==> src/rtl/vdp2_pkg.sv <==
// Shared VDP2 definitions: write-drain FSM states, CPU write-FIFO entry layout, VRAM bank indices.
package vdp2_pkg;

    typedef enum logic [1:0] {
        ST_IDLE = 2'd0,
        ST_HOLD = 2'd1,
        ST_WAIT = 2'd2
    } drain_state_t;

    localparam int ENTRY_W    = 34;
    localparam int ENTRY_A_HI = 33;
    localparam int ENTRY_A_LO = 16;
    localparam int ENTRY_D_HI = 15;
    localparam int ENTRY_D_LO = 0;

    localparam logic [1:0] BANK_A0 = 2'd0;
    localparam logic [1:0] BANK_A1 = 2'd1;
    localparam logic [1:0] BANK_B0 = 2'd2;
    localparam logic [1:0] BANK_B1 = 2'd3;

endpackage

==> src/rtl/vdp2_write_drain.sv <==
// Drains the CPU write FIFO into the VRAM arbiter, one held entry at a time, in FIFO order.
// Latency: pop on the first edge with FIFO non-empty, VRAM_REQ two edges later when the bank slot is free.
// Backpressure: entry waits in HOLD for BANK_FREE, then REQ/A/D stay frozen until VRAM_ACK.
module vdp2_write_drain
    import vdp2_pkg::*;
#(
    parameter int ADDR_W = 18,
    parameter int DATA_W = 16
) (
    input  logic                     CLK,
    input  logic                     RST_N,
    input  logic [ADDR_W+DATA_W-1:0] FIFO_Q,
    input  logic                     FIFO_EMPTY,
    output logic                     FIFO_RDREQ,
    input  logic [3:0]               BANK_FREE,
    output logic                     VRAM_REQ,
    output logic [1:0]               VRAM_BANK,
    output logic [ADDR_W-1:0]        VRAM_A,
    output logic [DATA_W-1:0]        VRAM_D,
    input  logic                     VRAM_ACK,
    output logic                     BUSY,
    output logic [7:0]               WR_CNT
);

    drain_state_t      state_q, state_d;
    logic              req_q, req_d;
    logic [ADDR_W-1:0] addr_q, addr_d;
    logic [DATA_W-1:0] data_q, data_d;
    logic [7:0]        cnt_q, cnt_d;
    logic              pop;
    logic [1:0]        bank;

    assign bank = addr_q[ADDR_W-1 -: 2];

    always_comb begin
        state_d = state_q;
        req_d   = req_q;
        addr_d  = addr_q;
        data_d  = data_q;
        cnt_d   = cnt_q;
        pop     = 1'b0;
        case (state_q)
            ST_IDLE: begin
                if (!FIFO_EMPTY) begin
                    pop     = 1'b1;
                    state_d = ST_HOLD;
                end
            end
            ST_HOLD: begin
                if (BANK_FREE[bank]) begin
                    req_d   = 1'b1;
                    state_d = ST_WAIT;
                end
            end
            ST_WAIT: begin
                // Bank slot loss is ignored here: the arbiter already owns the request.
                if (VRAM_ACK) begin
                    req_d = 1'b0;
                    cnt_d = cnt_q + 8'd1;
                    if (!FIFO_EMPTY) begin
                        pop     = 1'b1;
                        state_d = ST_HOLD;
                    end else begin
                        state_d = ST_IDLE;
                    end
                end
            end
            default: state_d = ST_IDLE;
        endcase
        if (pop) begin
            addr_d = FIFO_Q[DATA_W +: ADDR_W];
            data_d = FIFO_Q[0 +: DATA_W];
        end
    end

    always_ff @(posedge CLK or negedge RST_N) begin
        if (!RST_N) begin
            state_q <= ST_IDLE;
            req_q   <= 1'b0;
            addr_q  <= '0;
            data_q  <= '0;
            cnt_q   <= 8'd0;
        end else begin
            state_q <= state_d;
            req_q   <= req_d;
            addr_q  <= addr_d;
            data_q  <= data_d;
            cnt_q   <= cnt_d;
        end
    end

    // Pop is combinational; masking with RST_N keeps it low while reset is held.
    assign FIFO_RDREQ = pop & RST_N;
    assign VRAM_REQ   = req_q;
    assign VRAM_BANK  = bank;
    assign VRAM_A     = addr_q;
    assign VRAM_D     = data_q;
    assign WR_CNT     = cnt_q;
    assign BUSY       = !FIFO_EMPTY || (state_q != ST_IDLE);

endmodule

==> config.mk <==
export PLATFORM = sky130hd
export DESIGN_NAME = vdp2_write_drain
export DESIGN_NICKNAME = d
export VERILOG_FILES = /design/src/rtl/vdp2_pkg.sv /design/src/rtl/vdp2_write_drain.sv
export SDC_FILE = /design/constraint.sdc
export NUM_CORES = 1
export LEC_CHECK = 0
export BUFFER_PORTS_ARGS = -buffer_cell sky130_fd_sc_hd__buf_2
export CAP_MARGIN = 30
export CORE_ASPECT_RATIO = 1.2
export CORE_UTILIZATION = 45
export DETAILED_ROUTE_END_ITERATION = 6
export PLACE_DENSITY = 0.85
export SLEW_MARGIN = 15
export SYNTH_ARGS = -nofsm -noshare
export SYNTH_HDL_FRONTEND = slang
export SYNTH_SLANG_ARGS = --single-unit
==> constraint.sdc <==
create_clock -name CLK -period 2.1 [get_ports CLK]
set_clock_uncertainty 0.05 [all_clocks]
set_input_delay 0.315 -clock CLK [delete_from_list [all_inputs] [get_ports CLK]]
set_output_delay 0.315 -clock CLK [all_outputs]
set_load 0.02 [all_outputs]
==> summary.txt, run 1 <==
Routing
  • M1 WL: 1418 um
  • Vias: 1262
  • First DRT Iteration DRCs: 37
  • Final antenna-violating net count: 0
  • Routed wl met2: 1751 um
  • Top Layer Used: met4
  • Final WL: 3428 um
  • Metal3 WL: 194 um
  • WL/cell: 12.94 um
  • DR pass1 iterations: 4
  • DRC: 0
  • Via density: 4.762

Global routing
  • Gr ovfl total: 0
  • Vias in the first global route: between 1000 and 1500
  • Largest net degree at the start of global routing: 46
  • Initial antenna violation count: 0
  • All-Layer GR Usage: 0.1719
  • Wire length of the first global-routing pass: 5388 um

Power
  • Total power: 3.838 mW
  • Pwr Density: 1569 nW/um2
  • P_sw: 1.442 mW
  • Logic pwr share: 0.436
  • Clock network fraction of total power: 0.172
  • Sw Share: 0.3758
  • Seq pwr share: 0.393
  • Power Internal: 2.396 mW
  • Lkg Pwr: 1.230 nW
  • Peak supply drop: ~0.88 mV

Timing
  • Fin crit share: 0.9311
  • Final Slew Violations: 0
  • Slew @ Worst Pin: 0.5405 ns
  • Final setup fails: 0
  • F_max: about 500 MHz
  • Rel. slew slack: 0.6397
  • Setup TNS: 0 ns
  • Final Hold Vio Count: 0
  • PnR worst setup slack: between 0.1 and 0.15 ns
  • Post-layout min period: 1.955 ns
  • RSZ-0062 raised after global routing: no

Final layout
  • Final instance area: 2446 um2
  • Layout cells sized above 1: 0.6150
  • Area Growth Syn to Fin: 34.64%
  • Core Util, Final: 0.6517
  • # diodes: 0
  • FILL cells: about 300
  • Nets: 255

Synthesis
  • Yosys reg bits: 45
  • Mapped Cells: 118
  • Synth top area cells: dfrtp_1 (62%), mux2_2 (17%), mux2_1 (4.3%)
  • Synthesized Nets: approximately 160
  • Area leader, netlist: dfrtp_1
  • Avg Cell Area, Syn: between 15 and 20 um2
  • Post-synthesis cell type count: 24
  • Area share of the largest cell type after synthesis: 0.6198
  • Post-synthesis sequential area ratio: 0.6198
  • Synth Warn #: 0
  • Post-synth design cell area: 1817 um2

Run
  • Maxcap violations: 0

Die
  • Row cnt: 24
  • Die X: about 60 um
  • Area of the core: 3754 um2
  • Die height: 71.60 um
  • Ports: 89
  • Initial core utilization: 0.4840
  • Area of the die: 4296 um2

Critical path
  • Crit path DAT: approximately 1.6 ns
  • WP buf/inv: 2
  • Worst-path cell chain: a211oi_4, buf_12, and2_1, buf_2
  • CP max FO: 15
  • Critical path class: flop to primary output
  • Slowest cell on crit path: dfrtp_1
  • Worst EP required: 1.74 ns
  • CP Launch Type: flop
  • Crit-path leading delay family: flip-flops
  • CP endpoint kind: primary output
  • Max stage delay on crit path: between 0.4 and 0.5 ns

Clock network
  • Hold buffers post-CTS: 0
  • Clk sinks: 45
  • CTS buffer count: 5
  • CTS tree: yes
  • Clk Latency, worst-skew pair: 0.29 ns
  • Root Buffer Master: clkbuf_8
  • Bufs on Longest Clock Path: 2
  • H-tree depth: 2
  • Clock transition at path regs: 0.08 ns

Worst hold path
  • Worst hold-check path type: input port to async pin

Place
  • Post-DP HPWL: 2468 um
  • GP Congestion: 0.7428
  • IO Port Bufs: 88
  • Post-DP Area: around 2300 um2
  • Place WS: 0.4045 ns

Status
  • Status: completed
## through the flow
| stage | hold WS (ns) | instances |
|---|---|---|
| 6_report | 0.05337 | 265 |
| 5_1_grt | 0.1042 | 265 |
| 4_1_cts | 0.06973 | 263 |
| 3_5_place_dp | 0.3903 | 255 |
| 3_3_place_gp | 0.4005 | 255 |
| 2_1_floorplan | -0.03059 | 118 |
## cells in the mapped netlist (all sizes together)
| library cell | count |
|---|---|
| nand2b | 1 |
| nor3b | 1 |
| xnor2 | 3 |
| xor2 | 4 |
| and4b | 1 |
| buf | 6 |
| mux4 | 1 |
| dfrtp | 45 |
| o21ai | 1 |
| nand4 | 1 |
| ha | 1 |
| and3 | 1 |
| inv | 1 |
| nand2 | 4 |
| a211oi | 1 |
| nor3 | 2 |
| or2 | 1 |
| nand3 | 3 |
| nor2 | 2 |
| nand3b | 2 |
| and2 | 1 |
| mux2 | 35 |
## worst register-to-register path, delay by kind of cell (launching register included)
family | cells | cell delay, ns
DFF | 1 | 0.47
muxes | 1 | 0.33
AOI/OAI and AO/OA | 1 | 0.33
buffers and inverters | 2 | 0.34
## power by group through the flow
stage	registers, mW	clock network, mW	logic, mW
6_report	1.51	0.658	1.67
5_1_grt	1.57	0.702	1.80
4_1_cts	1.51	0.677	1.66
3_5_place_dp	1.53	0	1.65
3_3_place_gp	1.51	0	1.62
2_1_floorplan	1.99	0	0.654
## repair_timing
item / 4_1_cts / 5_1_grt
resized for setup: 0 / 0
endpoints found under the setup margin: 0 / 1
setup buffers: 0 / 1
## cell type report
cell class / instances / area (um2) / area share
Clock inverter: 1 / 30.03 / 0.01228
Sequential cell: 45 / 1126 / 0.4604
Tap cell: 52 / 65.06 / 0.02660
Timing Repair Buffer: 93 / 508.0 / 0.2077
Multi-Input combinational cell: 66 / 626.9 / 0.2563
Clock buffer: 7 / 86.33 / 0.03529
Inverter: 1 / 3.754 / 0.001535
## flip-flops by register name (all words and copies together), names as in the netlist
register,flops
VRAM_A,18
state_q,2
WR_CNT,8
VRAM_D,16
VRAM_REQ,1
## cells by family (layout without fill, tap and decap cells)
logic type,count (synthesis),in the layout,synth area share
adder cells (fa/ha/maj),1,1,0.006886
multiplexers,36,36,0.2293
buffers and inverters,7,102,0.03512
AO/OA/AOI/OAI,2,2,0.01377
flip-flops,45,45,0.6198
AND/OR/NAND/NOR,20,20,0.06130
XOR/XNOR,7,7,0.03375
## worst paths after layout
path / from / endpoint / slack, ns / cells past startpoint
setup / recovery: state_q[1]$_DFFE_PN0P_ / FIFO_RDREQ / 0.14 / 4
hold / removal: RST_N / VRAM_D[13]$_DFFE_PN0P_ / 0.05 / 2
setup reg to reg: state_q[1]$_DFFE_PN0P_ / VRAM_D[15]$_DFFE_PN0P_ / 0.46 / 4
hold reg to reg: WR_CNT[7]$_DFFE_PN0P_ / WR_CNT[7]$_DFFE_PN0P_ / 0.42 / 1
max in group asynchronous: RST_N / VRAM_A[13]$_DFFE_PN0P_ / 1.58 / 2
min in group CLK: FIFO_Q[13] / VRAM_D[13]$_DFFE_PN0P_ / 0.18 / 2
## routing by layer
layer / vias to the layer above / GRT usage
li1: 591 / -
met1: 610 / 0.1867
met2: 55 / 0.3062
met3: 6 / 0.04332
met4: 0 / 0.07752
met5: - / 0
## cells in the final DEF, fill, tap and decap left out
master / instances
clkbuf_16: 1
buf_4: 3
nand2_1: 4
nor2_1: 2
and2_1: 1
xor2_1: 4
xnor2_1: 3
nor3b_1: 1
buf_2: 88
nor3_1: 2
a211oi_4: 1
mux2_1: 7
and4b_1: 1
bufinv_16: 1
clkbuf_8: 6
or2_2: 1
clkbuf_1: 1
mux2_2: 28
nand3b_1: 2
dfrtp_1: 45
mux4_2: 1
ha_1: 1
and3_1: 1
nand3_1: 3
nand4_1: 1
o21ai_0: 1
nand2b_1: 1
buf_12: 1
inv_1: 1
No activity file was read; power rests on OpenSTA's default activity.
==> run 2, diff against run 1 <==
--- a/config.mk
+++ b/config.mk
@@ -5,12 +5,11 @@
 export SDC_FILE = /design/constraint.sdc
 export NUM_CORES = 1
 export LEC_CHECK = 0
-export BUFFER_PORTS_ARGS = -buffer_cell sky130_fd_sc_hd__buf_2
-export CAP_MARGIN = 30
 export CORE_ASPECT_RATIO = 1.2
 export CORE_UTILIZATION = 45
 export DETAILED_ROUTE_END_ITERATION = 6
-export PLACE_DENSITY = 0.85
+export DONT_BUFFER_PORTS = 1
+export PLACE_DENSITY = 0.66
 export SLEW_MARGIN = 15
 export SYNTH_ARGS = -nofsm -noshare
 export SYNTH_HDL_FRONTEND = slang
==> run 2 against run 1 <==
Net effect: hold slack better by 0.031 ns; critical path depth is 2 lower; wire length shrank 3.7%; first-iteration DRC count rose by 32%; non-clock buffer count is 88 lower; worst setup slack better by 0.11 ns; global-route usage down 0.36 points; final cell count is 34% lower; sequential share of layout area rose by 11 points; critical endpoint unchanged; largest cell class unchanged; highest routed layer unchanged.
==> summary.txt, run 2 (synthesis results as in run 1) <==
Clock network
  • Clk Latency, worst-skew pair: 0.29 ns (about the same)
  • Postcts setup bufs: 0 (unchanged)
  • Root Buffer Master: clkbuf_8
  • Clk sinks: 45 (unchanged)
  • Clock transition at path regs: 0.07 ns (about the same)
  • Bufs on Longest Clock Path: 2 (unchanged)
  • CTS buffer count: 5 (unchanged)
  • CTS tree: yes
  • H-tree depth: 2 (unchanged)

Power
  • Sw Share: 0.4105 (+0.03472)
  • Logic pwr share: 0.211 (-0.225)
  • Clock network fraction of total power: 0.158 (-0.014)
  • P_sw: 1.348 mW (-6.5%)
  • Lkg Pwr: 0.8524 nW (-31%)
  • Power Internal: 1.936 mW (-19%)
  • Total power: 3.284 mW (-14%)
  • Seq pwr share: 0.631 (+0.238)
  • Peak supply drop: 0.8177 mV (-7.1%)
  • Pwr Density: 1675 nW/um2 (+6.8%)

Final layout
  • # diodes: 0 (unchanged)
  • Commonest non-fill, non-tap cells in the layout: dfrtp_1 (45), mux2_2 (28), mux2_1 (7)
  • Commonest non-fill, non-tap cell in the layout: dfrtp_1
  • Area Growth Syn to Fin: 7.920%
  • Nets: 167 (-35%)
  • Layout cells sized above 1: 0.3306 (-0.2844)
  • Flip-flop count of the largest register after layout: 18 (unchanged)
  • FILL cells: 342 (+11%)

Timing
  • Rel. slew slack: 0.7123 (+0.07266)
  • Slew @ Worst Pin: 0.4315 ns (-0.1090 ns)
  • Post-layout min period: 1.849 ns (-0.1060 ns)
  • Final Slew Violations: 0 (unchanged)
  • Fin crit share: 0.8806 (-0.05048)
  • PnR worst setup slack: 0.2507 ns (+0.1060 ns)
  • RSZ-0062 raised after global routing: no
  • Setup TNS: 0 ns (unchanged)
  • F_max: 540.8 MHz (+5.7%)
  • Final Hold Vio Count: 0 (unchanged)
  • Final setup fails: 0 (unchanged)

Routing
  • Via density: 5.375 (+13%)
  • Final antenna-violating net count: 0 (unchanged)
  • Final WL: 3300 um (-3.7%)
  • WL/cell: 18.75 um (+45%)
  • First DRT Iteration DRCs: 49 (+32%)
  • Vias: 946 (-25%)
  • DR pass1 iterations: 4 (unchanged)
  • DRC: 0 (unchanged)

Critical path
  • CP endpoint kind: primary output
  • Crit path DAT: 1.48 ns (-0.11 ns)
  • Critical path class: flop to primary output
  • FF-to-FF Start: state_q[1]$_DFFE_PN0P_
  • R2R depth: 3 (-1)
  • CP startpoint: state_q[1]$_DFFE_PN0P_
  • CP Launch Type: flop
  • CP max FO: 7 (-8)
  • Worst EP required: 1.74 ns (about the same)

Global routing
  • Most Used Layer, Global Route: met2
  • Gr ovfl total: 0 (unchanged)
  • Initial antenna violation count: 0 (unchanged)
  • All-Layer GR Usage: 0.1683 (-0.003639)
  • Vias in the first global route: 1058 (-14%)
  • Met3 Usage GRT: 0.06859 (+0.02527)
  • Largest net degree at the start of global routing: 46 (unchanged)
  • Wire length of the first global-routing pass: 5119 um (-5.0%)
  • Met2 Usage GRT: 0.2914 (-0.01481)
  • Global Route met1 Usage: 0.1763 (-0.01049)

Place
  • GP Congestion: 0.6802 (-8.4%)
  • Post-DP HPWL: 2444 um (-0.96%)
  • IO Port Bufs: 0 (-100%)
  • Place WS: 0.3621 ns (-0.04246 ns)

Die
  • Die X: 60 um (unchanged)
  • Ports: 89 (unchanged)
  • Row cnt: 24 (unchanged)
  • Area of the core: 3754 um2 (unchanged)
  • Initial core utilization: 0.4840 (unchanged)
  • Area of the die: 4296 um2 (unchanged)
  • Die height: 71.60 um (unchanged)

Status
  • Status: completed

Worst hold path
  • Hold path depth: 1
  • Worst hold-check path type: input port to flop
  • Hold wc startpoint: VRAM_ACK

Run
  • Maxcap violations: 0 (unchanged)
## run 2: per-stage QoR
step / hold WS (ns) / utilization / std cells / instance area (um2)
final: 0.08478 / 0.5223 / 176 / 1961
after global routing: 0.06257 / 0.5223 / 176 / 1961
after CTS: 0.07587 / 0.5223 / 176 / 1961
after detailed placement: -0.02976 / 0.4913 / 167 / 1844
after global placement: -0.02958 / 0.4913 / 167 / 1844
after floorplan: -0.03059 / - / 118 / 1817
## run 2: worst paths after layout
path                            slack [ns]                endpoint
max in group asynchronous             1.34  VRAM_A[16]$_DFFE_PN0P_
worst max-delay path                  0.25              FIFO_RDREQ
worst min-delay path                  0.08  state_q[1]$_DFFE_PN0P_
worst max register to register        0.36  VRAM_A[15]$_DFFE_PN0P_
min in group asynchronous             0.45   VRAM_A[2]$_DFFE_PN0P_
worst min register to register        0.57    VRAM_REQ$_DFFE_PN0P_
## run 2: final cells by class
| cell class | count | area (um2) | share of cell area |
|---|---|---|---|
| multi-input cells | 66 | 626.9 | 0.3197 |
| well taps | 52 | 65.06 | 0.03318 |
| clock buffers | 7 | 86.33 | 0.04403 |
| flip-flops and latches | 45 | 1126 | 0.5743 |
| repair buffers | 5 | 52.55 | 0.02680 |
| inverters | 1 | 3.754 | 0.001914 |
## run 2: per-layer routing
layer / vias to the layer above / share of wire
met2: 52 / 0.52
li1: 418 / -
met5: - / 0
met3: 5 / 0.099
met1: 471 / 0.36
met4: 0 / 0.017
## run 2: power groups by stage
stage / Combinational [mW] / Sequential, mW / Clock, mW
5_1_grt: 0.767 / 2.13 / 0.588
3_5_place_dp: 0.683 / 2.10 / 0
6_report: 0.693 / 2.07 / 0.519
3_3_place_gp: 0.654 / 2.08 / 0
2_1_floorplan: 0.654 / 1.99 / 0
4_1_cts: 0.706 / 2.08 / 0.538
## run 2: repair_timing
item,in CTS,in global routing
hold endpoints to repair,45,0
resized for setup,0,0
hold buffers,2,0
## run 2: worst max-delay path, cell delays in order, from the launching register on
cell      delay [ns]
dfrtp_1         0.46
a211oi_4        0.42
and2_1          0.31
==> run 3, diff against run 2 <==
--- a/config.mk
+++ b/config.mk
@@ -6,10 +6,11 @@
 export NUM_CORES = 1
 export LEC_CHECK = 0
 export CORE_ASPECT_RATIO = 1.2
-export CORE_UTILIZATION = 45
+export CORE_MARGIN = 2
+export CORE_UTILIZATION = 40
 export DETAILED_ROUTE_END_ITERATION = 6
 export DONT_BUFFER_PORTS = 1
-export PLACE_DENSITY = 0.66
+export PLACE_DENSITY = 0.6
 export SLEW_MARGIN = 15
 export SYNTH_ARGS = -nofsm -noshare
 export SYNTH_HDL_FRONTEND = slang
==> run 3 against run 2 <==
Net effect: core utilization shrank 6.8 points; sequential power is essentially flat; total power shrank 0.77%; sequential share of layout area shrank 0.15 points; final area grew 0.26%; die area grew 19%; worst setup slack lost 0.055 ns; wire length grew 0.67%; critical path type unchanged; critical path depth is the same.
==> summary.txt, run 3 (synthesis results as in run 1) <==
Clock network
  • Bufs on Longest Clock Path: 2 (unchanged)
  • CTS buffer count: 5 (unchanged)
  • Postcts setup bufs: 0 (unchanged)
  • Clk Latency, worst-skew pair: 0.29 ns (about the same)
  • Hold buffers post-CTS: 2 (unchanged)
  • PostCTS Resize Cnt: 0 (unchanged)
  • Clock transition at path regs: 0.08 ns (about the same)
  • Root Buffer Master: clkbuf_8
  • Clk sinks: 45 (unchanged)
  • CTS tree: yes
  • H-tree depth: 2 (unchanged)

Final layout
  • Flip-flop count of the largest register after layout: 18 (unchanged)
  • # diodes: 0 (unchanged)
  • Nets: 166 (-0.60%)
  • Commonest non-fill, non-tap cell in the layout: dfrtp_1
  • Commonest non-fill, non-tap cells in the layout: dfrtp_1 (45), mux2_2 (28), mux2_1 (7)
  • Area Growth Syn to Fin: 8.196%
  • Layout cells sized above 1: 0.3279 (-0.002776)
  • Flip-flop and latch area: 1126 um2 (unchanged)
  • FILL cells: 400 (+17%)
  • Multi-input logic area: 626.9 um2 (unchanged)

Global routing
  • Largest net degree at the start of global routing: 46 (unchanged)
  • Wire length of the first global-routing pass: 5250 um (+2.6%)
  • Initial antenna violation count: 0 (unchanged)
  • Gr ovfl total: 0 (unchanged)
  • Vias in the first global route: 1111 (+5.0%)
  • All-Layer GR Usage: 0.1386 (-0.02969)

Timing
  • RSZ-0062 raised after global routing: no
  • Post-layout min period: 1.904 ns (+0.05467 ns)
  • Rel. slew slack: 0.6983 (-0.01399)
  • Final setup fails: 0 (unchanged)
  • Final Slew Violations: 0 (unchanged)
  • Fin crit share: 0.9066 (+0.02604)
  • F_max: 525.2 MHz (-2.9%)
  • Final Hold Vio Count: 0 (unchanged)
  • Slew @ Worst Pin: 0.4525 ns (+0.02099 ns)
  • Setup TNS: 0 ns (unchanged)

Place
  • GP Congestion: 0.6824 (+0.32%)
  • IO Port Bufs: 0 (unchanged)
  • Post-DP HPWL: 2391 um (-2.2%)

Routing
  • DR pass1 iterations: 4 (unchanged)
  • First DRT Iteration DRCs: 57 (+16%)
  • WL/cell: 18.66 um (-0.46%)
  • Via density: 5.219 (-2.9%)
  • Final antenna-violating net count: 0 (unchanged)
  • Final WL: 3322 um (+0.67%)
  • DRC: 0 (unchanged)
  • Vias: 929 (-1.8%)

Critical path
  • Crit path DAT: 1.54 ns (+0.06 ns)
  • CP endpoint kind: primary output
  • CP max FO: 7 (unchanged)
  • R2R depth: 3 (unchanged)
  • Worst EP required: 1.74 ns (about the same)
  • CP Launch Type: flop
  • Critical path class: flop to primary output

Run
  • Maxcap violations: 0 (unchanged)

Power
  • Peak supply drop: 0.6802 mV (-17%)
  • Total power: 3.258 mW (-0.77%)
  • Lkg Pwr: 0.8502 nW (-0.27%)
  • Pwr Density: 1658 nW/um2 (-1.0%)

Die
  • Area of the die: 5099 um2 (+19%)
  • Initial core utilization: 0.4199 (-0.06410)
  • Die height: 77.83 um (+8.7%)
  • Row cnt: 26 (+8.3%)
  • Area of the core: 4327 um2 (+15%)
  • Die X: 65.52 um (+9.2%)
  • Ports: 89 (unchanged)

Worst hold path
  • Hold path depth: 1 (unchanged)
  • Worst hold-check path type: input port to flop

Status
  • Status: completed
[run 3: cell count changes in the layout (fill, tap and decap cells not counted)]
cell,before,now
clkbuf_1,1,0
buf_4,3,1
clkbuf_8,6,5
clkinv_2,0,1
buf_16,0,1
[run 3: final timing paths]
path	start	to	slack, ns
setup / recovery	state_q[1]$_DFFE_PN0P_	FIFO_RDREQ	0.20
hold / removal	VRAM_ACK	state_q[1]$_DFFE_PN0P_	0.09
setup reg to reg	state_q[1]$_DFFE_PN0P_	VRAM_D[10]$_DFFE_PN0P_	0.40
hold reg to reg	WR_CNT[7]$_DFFE_PN0P_	WR_CNT[7]$_DFFE_PN0P_	0.56
max in group asynchronous	RST_N	VRAM_A[16]$_DFFE_PN0P_	1.29
min in group asynchronous	RST_N	VRAM_A[4]$_DFFE_PN0P_	0.50
[run 3: report_power, final]
part	total (mW)	internal, mW	leakage (nW)	switching, mW
sequential	2.10	1.26	0.540	0.844
clock	0.481	0.219	0.0399	0.262
combinational	0.674	0.417	0.271	0.257
[run 3: final cells by class]
class / instances / share of cell area
clock buffer: 5 / 0.03501
clock inverter: 1 / 0.002546
inverter: 1 / 0.001910
multi-input combinational: 66 / 0.3189
sequential: 45 / 0.5729
tap: 56 / 0.03565
timing repair buffer: 4 / 0.03310
[run 3: through the flow]
step	area, um2	std cells	util	worst slack (ns)	hold slack (ns)
6_report	1966	178	0.4543	0.1961	0.09090
5_1_grt	1966	178	0.4543	0.09276	0.07964
4_1_cts	1966	178	0.4543	0.1602	0.08749
3_5_place_dp	1854	170	0.4286	0.3782	-0.02972
3_3_place_gp	1854	170	0.4286	0.4486	-0.02957
2_1_floorplan	1817	118	-	0.3902	-0.03059
[run 3: worst max-delay path, cell delays in order (launching register included)]
cell	delay, ns
dfrtp_1	0.46
a211oi_4	0.47
and2_1	0.31
[run 3: routing by layer]
layer | vias up | GRT usage | part of all wire
met2 | 54 | 0.2439 | 0.52
met5 | - | 0 | 0
li1 | 411 | - | -
met4 | 0 | 0.05417 | 0.018
met3 | 9 | 0.05797 | 0.088
met1 | 455 | 0.1435 | 0.37
